===== src/rtl/rv32i_multicycle_core.sv =====
// rtl/rv32i_multicycle_core.sv - multi-cycle RV32I/RV32E core with handshaked memory ports
//
// Purpose: FETCH/EXEC/MEM/WB state machine executing the RV32I base integer
// subset (LUI, AUIPC, JAL, JALR, branches, loads, stores, ALU/ALUi). Both memory
// ports use a request/ready handshake, so any number of wait states is tolerated.
// Illegal encodings, misaligned accesses/targets and out-of-range register
// indices halt the core until reset without committing anything.
//
// Ports:
//   i_clk, i_reset         clock, asynchronous active-high reset
//   o_ireq/o_iaddr         fetch request and address (= pc)
//   i_irdy/i_idata         fetch complete, instruction word
//   o_dreq/o_daddr         data request and byte address
//   i_drdy/i_drdata        data access complete, aligned read word
//   o_dwdata/o_dwe         lane-replicated store data, byte enables (0 for loads)
//   o_retire               one-cycle pulse per committed instruction
//   o_halted               sticky trap indication
//   o_registers            {x[NREGS-1], ..., x0} flattened
module rv32i_multicycle_core #(
   parameter logic [31:0] RESET_PC = 32'h0,
   parameter int          NREGS    = 32
) (
   input  logic                  i_clk,
   input  logic                  i_reset,
   output logic                  o_ireq,
   output logic [31:0]           o_iaddr,
   input  logic                  i_irdy,
   input  logic [31:0]           i_idata,
   output logic                  o_dreq,
   output logic [31:0]           o_daddr,
   input  logic                  i_drdy,
   input  logic [31:0]           i_drdata,
   output logic [31:0]           o_dwdata,
   output logic [3:0]            o_dwe,
   output logic                  o_retire,
   output logic                  o_halted,
   output logic [32*NREGS-1:0]   o_registers
);

   localparam int         IW = $clog2(NREGS);
   localparam logic [5:0] NR = 6'(NREGS);

   typedef enum logic [2:0] {S_FETCH, S_EXEC, S_MEM, S_WB, S_HALT} state_t;

   state_t      r_state;
   logic [31:0] r_pc, r_ir, r_npc, r_result, r_daddr, r_dwdata;
   logic [3:0]  r_dwe;
   logic        r_ireq, r_dreq, r_retire, r_halted, r_wr;
   logic [31:0] r_regs [NREGS];

   // instruction fields and immediates
   logic [6:0]  w_op, w_f7;
   logic [4:0]  w_rd, w_rs1, w_rs2;
   logic [2:0]  w_f3;
   logic [31:0] w_imm_i, w_imm_s, w_imm_b, w_imm_u, w_imm_j;
   logic [31:0] w_a, w_b, w_pc4, w_ea;

   assign w_op    = r_ir[6:0];
   assign w_rd    = r_ir[11:7];
   assign w_f3    = r_ir[14:12];
   assign w_rs1   = r_ir[19:15];
   assign w_rs2   = r_ir[24:20];
   assign w_f7    = r_ir[31:25];
   assign w_imm_i = {{20{r_ir[31]}}, r_ir[31:20]};
   assign w_imm_s = {{20{r_ir[31]}}, r_ir[31:25], r_ir[11:7]};
   assign w_imm_b = {{19{r_ir[31]}}, r_ir[31], r_ir[7], r_ir[30:25], r_ir[11:8], 1'b0};
   assign w_imm_u = {r_ir[31:12], 12'd0};
   assign w_imm_j = {{11{r_ir[31]}}, r_ir[31], r_ir[19:12], r_ir[20], r_ir[30:21], 1'b0};

   // out-of-range indices trap in EXEC, so the truncated read is never used then
   assign w_a   = r_regs[w_rs1[IW-1:0]];
   assign w_b   = r_regs[w_rs2[IW-1:0]];
   assign w_pc4 = r_pc + 32'd4;

   function automatic logic [31:0] alu(input logic [2:0] f3, input logic alt,
                                       input logic [31:0] a, input logic [31:0] b);
      case (f3)
         3'b000:  alu = alt ? a - b : a + b;
         3'b001:  alu = a << b[4:0];
         3'b010:  alu = {31'd0, $signed(a) < $signed(b)};
         3'b011:  alu = {31'd0, a < b};
         3'b100:  alu = a ^ b;
         3'b101:  alu = alt ? 32'($signed(a) >>> b[4:0]) : a >> b[4:0];
         3'b110:  alu = a | b;
         default: alu = a & b;
      endcase
   endfunction

   logic        w_illegal, w_wr, w_jump, w_load, w_store, w_use1, w_use2, w_used, w_taken;
   logic [31:0] w_res, w_npc;

   always_comb begin
      w_illegal = 1'b0;
      w_wr      = 1'b0;
      w_jump    = 1'b0;
      w_load    = 1'b0;
      w_store   = 1'b0;
      w_use1    = 1'b0;
      w_use2    = 1'b0;
      w_used    = 1'b0;
      w_taken   = 1'b0;
      w_res     = 32'd0;
      w_npc     = w_pc4;
      case (w_op)
         7'b0110111: begin
            w_wr = 1'b1; w_used = 1'b1; w_res = w_imm_u;
         end
         7'b0010111: begin
            w_wr = 1'b1; w_used = 1'b1; w_res = r_pc + w_imm_u;
         end
         7'b1101111: begin
            w_wr = 1'b1; w_used = 1'b1; w_res = w_pc4;
            w_npc = r_pc + w_imm_j; w_jump = 1'b1;
         end
         7'b1100111: begin
            // target comes from the pre-writeback rs1, so rd == rs1 is safe
            w_wr = 1'b1; w_used = 1'b1; w_use1 = 1'b1; w_res = w_pc4;
            w_npc = (w_a + w_imm_i) & ~32'd1; w_jump = 1'b1;
            w_illegal = (w_f3 != 3'b000);
         end
         7'b1100011: begin
            w_use1 = 1'b1; w_use2 = 1'b1;
            case (w_f3)
               3'b000:  w_taken = (w_a == w_b);
               3'b001:  w_taken = (w_a != w_b);
               3'b100:  w_taken = ($signed(w_a) <  $signed(w_b));
               3'b101:  w_taken = ($signed(w_a) >= $signed(w_b));
               3'b110:  w_taken = (w_a <  w_b);
               3'b111:  w_taken = (w_a >= w_b);
               default: w_illegal = 1'b1;
            endcase
            w_jump = w_taken;
            if (w_taken) w_npc = r_pc + w_imm_b;
         end
         7'b0000011: begin
            w_load = 1'b1; w_wr = 1'b1; w_use1 = 1'b1; w_used = 1'b1;
            w_illegal = (w_f3 == 3'b011) || (w_f3 == 3'b110) || (w_f3 == 3'b111);
         end
         7'b0100011: begin
            w_store = 1'b1; w_use1 = 1'b1; w_use2 = 1'b1;
            w_illegal = w_f3[2] || (w_f3 == 3'b011);
         end
         7'b0010011: begin
            w_wr = 1'b1; w_use1 = 1'b1; w_used = 1'b1;
            // only the shift-right form carries a funct7 selector for immediates
            w_res = alu(w_f3, (w_f3 == 3'b101) && r_ir[30], w_a, w_imm_i);
            w_illegal = ((w_f3 == 3'b001) && (w_f7 != 7'd0)) ||
                        ((w_f3 == 3'b101) && (w_f7 != 7'd0) && (w_f7 != 7'b0100000));
         end
         7'b0110011: begin
            w_wr = 1'b1; w_use1 = 1'b1; w_use2 = 1'b1; w_used = 1'b1;
            w_res = alu(w_f3, r_ir[30], w_a, w_b);
            w_illegal = !((w_f7 == 7'd0) ||
                          ((w_f7 == 7'b0100000) && ((w_f3 == 3'b000) || (w_f3 == 3'b101))));
         end
         default: w_illegal = 1'b1;
      endcase
   end

   logic w_misal, w_tmis, w_badidx, w_trap;

   assign w_ea     = w_a + (w_store ? w_imm_s : w_imm_i);
   assign w_misal  = (w_load || w_store) &&
                     (((w_f3[1:0] == 2'b01) && w_ea[0]) ||
                      ((w_f3[1:0] == 2'b10) && (w_ea[1:0] != 2'b00)));
   assign w_tmis   = w_jump && (w_npc[1:0] != 2'b00);
   assign w_badidx = (w_use1 && ({1'b0, w_rs1} >= NR)) ||
                     (w_use2 && ({1'b0, w_rs2} >= NR)) ||
                     (w_used && ({1'b0, w_rd}  >= NR));
   assign w_trap   = w_illegal || w_misal || w_tmis || w_badidx;

   logic [3:0]  w_st_dwe;
   logic [31:0] w_st_data, w_ld_sh, w_ld_val;

   always_comb begin
      w_st_dwe  = 4'hF;
      w_st_data = w_b;
      case (w_f3[1:0])
         2'b00: begin
            w_st_dwe  = 4'b0001 << w_ea[1:0];
            w_st_data = {4{w_b[7:0]}};
         end
         2'b01: begin
            w_st_dwe  = 4'b0011 << w_ea[1:0];
            w_st_data = {2{w_b[15:0]}};
         end
         default: ;
      endcase
   end

   // read word is aligned; shift the addressed lane down to bit 0
   assign w_ld_sh = i_drdata >> {r_daddr[1:0], 3'b000};

   always_comb begin
      case (r_ir[14:12])
         3'b000:  w_ld_val = {{24{w_ld_sh[7]}}, w_ld_sh[7:0]};
         3'b100:  w_ld_val = {24'd0, w_ld_sh[7:0]};
         3'b001:  w_ld_val = {{16{w_ld_sh[15]}}, w_ld_sh[15:0]};
         3'b101:  w_ld_val = {16'd0, w_ld_sh[15:0]};
         default: w_ld_val = w_ld_sh;
      endcase
   end

   always_ff @(posedge i_clk or posedge i_reset) begin
      if (i_reset) begin
         r_state  <= S_FETCH;
         r_pc     <= RESET_PC;
         r_ir     <= '0;
         r_npc    <= '0;
         r_result <= '0;
         r_wr     <= 1'b0;
         r_ireq   <= 1'b0;
         r_dreq   <= 1'b0;
         r_daddr  <= '0;
         r_dwdata <= '0;
         r_dwe    <= '0;
         r_retire <= 1'b0;
         r_halted <= 1'b0;
         for (int i = 0; i < NREGS; i++) r_regs[i] <= '0;
      end else begin
         case (r_state)
            S_FETCH: begin
               // the first cycle out of reset only raises the request
               if (r_ireq && i_irdy) begin
                  r_ir    <= i_idata;
                  r_ireq  <= 1'b0;
                  r_state <= S_EXEC;
               end else begin
                  r_ireq  <= 1'b1;
               end
            end
            S_EXEC: begin
               if (w_trap) begin
                  r_halted <= 1'b1;
                  r_state  <= S_HALT;
               end else if (w_load || w_store) begin
                  r_daddr  <= w_ea;
                  r_dreq   <= 1'b1;
                  r_dwe    <= w_store ? w_st_dwe : 4'b0000;
                  r_dwdata <= w_store ? w_st_data : 32'd0;
                  r_wr     <= w_load;
                  r_npc    <= w_pc4;
                  r_state  <= S_MEM;
               end else begin
                  r_result <= w_res;
                  r_wr     <= w_wr;
                  r_npc    <= w_npc;
                  r_retire <= 1'b1;
                  r_state  <= S_WB;
               end
            end
            S_MEM: begin
               if (i_drdy) begin
                  r_dreq   <= 1'b0;
                  r_dwe    <= 4'b0000;
                  r_result <= w_ld_val;
                  r_retire <= 1'b1;
                  r_state  <= S_WB;
               end
            end
            S_WB: begin
               if (r_wr && (r_ir[11:7] != 5'd0)) r_regs[r_ir[7 +: IW]] <= r_result;
               r_pc     <= r_npc;
               r_retire <= 1'b0;
               r_ireq   <= 1'b1;
               r_state  <= S_FETCH;
            end
            S_HALT: begin
               r_ireq   <= 1'b0;
               r_dreq   <= 1'b0;
               r_dwe    <= 4'b0000;
               r_retire <= 1'b0;
               r_halted <= 1'b1;
            end
            default: r_state <= S_HALT;
         endcase
      end
   end

   assign o_ireq   = r_ireq;
   assign o_iaddr  = r_pc;
   assign o_dreq   = r_dreq;
   assign o_daddr  = r_daddr;
   assign o_dwdata = r_dwdata;
   assign o_dwe    = r_dwe;
   assign o_retire = r_retire;
   assign o_halted = r_halted;

   for (genvar g = 0; g < NREGS; g++) begin : g_regs
      assign o_registers[32*g +: 32] = r_regs[g];
   end

endmodule


===== config.mk =====
export PLATFORM = sky130hd
export DESIGN_NAME = rv32i_multicycle_core
export DESIGN_NICKNAME = d
export VERILOG_FILES = /design/src/rtl/rv32i_multicycle_core.sv
export SDC_FILE = /design/constraint.sdc
export NUM_CORES = 2
export LEC_CHECK = 0
export CAP_MARGIN = 30
export CORE_AREA = 2 2 593 595
export DETAILED_ROUTE_END_ITERATION = 12
export DIE_AREA = 0 0 595 597
export MAX_ROUTING_LAYER = met4
export SLEW_MARGIN = 20
export SYNTH_ARGS = -nofsm -noshare
export SYNTH_HDL_FRONTEND = slang
export SYNTH_SLANG_ARGS = --single-unit

===== constraint.sdc =====
create_clock -name i_clk -period 98.3 [get_ports i_clk]
set_clock_uncertainty 0.1 [all_clocks]
set_input_delay 14.745 -clock i_clk [delete_from_list [all_inputs] [get_ports i_clk]]
set_output_delay 14.745 -clock i_clk [all_outputs]
set_load 0.1 [all_outputs]

==> results.ini <==
[run_status]
outcome=completed

[route]
drtIter0Drc=13105
route.vias.total=87094
wl_um=606000
antenna_left=0
viasPerCell=6.10
drt_first_pass_iters=9
drt-wirelength-per-cell_um=42.4
drc=0

[floorplanning]
core_area_um2=349000
die_height_um=597
io_pins=1196
die_w_um=595
rows=217
fp.dieArea_um2=355000
start_util_pct=24.9

[timing]
setup_viol=0
worst_pin_slew_ns=1.27
fin_crit_ns=18.91
hold_violations=0
slew_viol_final=0
relSlewSlack_pct=15.6
rsz0062_at_grt=false
setup_tns_ns=0
fmax_mhz=52.9
timing.final.crit_share_pct=19.2

[finish]
final_nets=9891
syn_to_final_growth_pct=35.9
drive_above_1_share_pct=26.9
layout_common_cells=1211 x dfrtp_1, 1100 x clkdlybuf4s50_1, 1096 x mux2_2
postLayoutCoreUtil_pct=33.9
layout_commonest_cell=dfrtp_1
nFillCells=35176

[critical_path]
crit_slowest_cell=buf_4
worstPathMaxFanout=158
cp-startpoint=i_reset
crit_chain=clkdlybuf4s50_1 -> inv_8 -> buf_12 -> buf_4 -> buf_4 -> buf_4 -> buf_4
timing.rr.start=r_ir[17]
cpMostUsedCell=buf_4
crit_arrival_ns=19.65
critical_path_class=in -> async
cpPeakStageDelay_ns=0.81
startpoint_type=primary input
end_kind=asynchronous set/reset pin
crit_required_ns=99.04

[global_route]
grt_pass1_vias=82660
grt_max_degree=161
antenna_found_initial=42
grt_pass1_wl_um=795000
gr-total-overflow=0
grt_usage_pct=33.7

[synthesis]
synth_cells=8282
synth_edf_count=0
yosysUniqueCellTypes=98
ys_top_cells_by_area=dfrtp_1 35%, mux2_2 14%, mux2i_1 8.7%
synth_top_area_share_pct=35.3
synth_nets=8642
synth_ff_type=dfrtp_1
ys_warn_count=0
synth_seq_cells=1228
synth-async-reset-ratio_pct=100
syn_area_um2=86900
seq_area_frac_synth_pct=35.3
avgSynthCellArea_um2=10.5
synth_area_leader_cell=dfrtp_1

[clock_tree]
cts-root-buf=clkbuf_16
cts_buffers=154
h-tree-depth=4
clock_path_buffers=4
numClockSinks=1228
post-cts-setup-buffers=0
clk_pin_slew_ns=0.06
cts_tree=done
hold_buffers=0
clk_latency_ns=0.93
ctsResizeCount=0

[place]
port_buffers=1195
dp_hpwl_um=461000
gp_congestion=1.09

[worst_hold_path]
hold_path_startpoint=o_registers[29]
min_path_type=reg -> reg

[run]
drv_cap=0

[power_and_ir_drop]
powerDensity_nw_per_um2=9.52
ir_drop_v=0.0000127
leakage_uw=0.0494

==> registers in the layout (all words and copies together) (netlist names), 3 cells and up <==
register	flops
o_registers	1024
o_dwe	4
o_daddr	32
r_result	32
o_dwdata	32
r_ir	32
r_npc	32
o_iaddr	32
r_state	3
==> cell type report <==
| class | instances | area (um^2) | area share, % |
|---|---|---|---|
| Antenna cell | 32 | 80.1 | 0.0678 |
| Clock buffer | 211 | 4310 | 3.65 |
| Clock inverter | 59 | 837 | 0.708 |
| Inverter | 161 | 619 | 0.524 |
| Multi-Input combinational cell | 6121 | 52500 | 44.4 |
| Sequential cell | 1228 | 30800 | 26.0 |
| Tap cell | 4599 | 5750 | 4.87 |
| Timing Repair Buffer | 1865 | 23300 | 19.7 |
==> cells by family (layout without fill, tap and decap cells) <==
logic type	count (synthesis)	count (layout)	synth area share (%)
muxes	2170	2170	31.2
AOI/OAI and AO/OA	1934	1934	14.4
and+or+nand+nor	1539	1539	8.11
DFF	1228	1228	35.3
buffers and inverters	933	2296	4.84
adders and majority gates	292	292	4.27
xor gates and xnor gates	186	186	1.87
other	0	32	0
==> Yosys cell counts (all sizes together) (14+ instances only) <==
cell and number:
o21a 33, o22ai 194, nand3 145, o211ai 66, nor3 98, and3 44
buf 294, and2 40, a21o 77, or3 27, nor2 426, mux2i 753
xnor2 111, o21bai 51, o31ai 37, or2 21, o2111ai 17, a22oi 155
o21ai 401, a21oi 484, a221o 14, clkbuf 478, a31oi 51, a221oi 61
o311ai 14, a2111oi 16, mux2 1098, nand4 29, nor4 52, o221ai 46
a211o 18, mux4 319, xor2 75, clkinv 16, inv 145, a211oi 69
nand2 541, nand2b 39, ha 284, dfrtp 1228, nor2b 33
==> worst max-delay path, delay by kind of cell <==
kind / cells / cell delay, ns
buffers and inverters: 7 / 4.55
==> per-stage QoR <==
step	hold slack, ns	area (um^2)	power (uW)	worst slack [ns]	instances
floorplan	0.341	86900	524	48.85	8282
global placement	0.311	104000	533	78.44	13622
detailed placement	0.317	113000	533	78.39	13954
CTS	0.330	118000	1130	79.30	14224
global route	0.344	118000	1150	78.77	14259
finish	0.336	118000	1120	79.39	14276
==> per-layer routing <==
metal	up-vias	GRT usage [%]	part of all wire (%)
met1	44869	41.0	38
li1	33628	-	-
met3	1769	9.95	11
met2	6828	48.0	42
met5	-	-	0
met4	0	23.1	8.6
==> power breakdown <==
group | total, uW | switching, uW | internal, uW
sequential | 506 | 0.657 | 506
clock | 601 | 257 | 344
combinational | 17.6 | 13.9 | 3.75
total | 1120 | 271 | 853
==> final timing paths <==
kind / end / slack [ns] / cells after the start
worst max register to register: r_result[7] / 84.80 / 25
worst min-delay path: o_registers[29] / 0.34 / 0
min in group asynchronous: o_registers[991] / 14.25 / 2
worst min register to register: o_registers[29] / 0.34 / 0
max in group i_clk: o_iaddr[13] / 80.55 / 1
worst max-delay path: o_dwdata[0] / 79.39 / 7
Power figures use the tool's default switching activity.
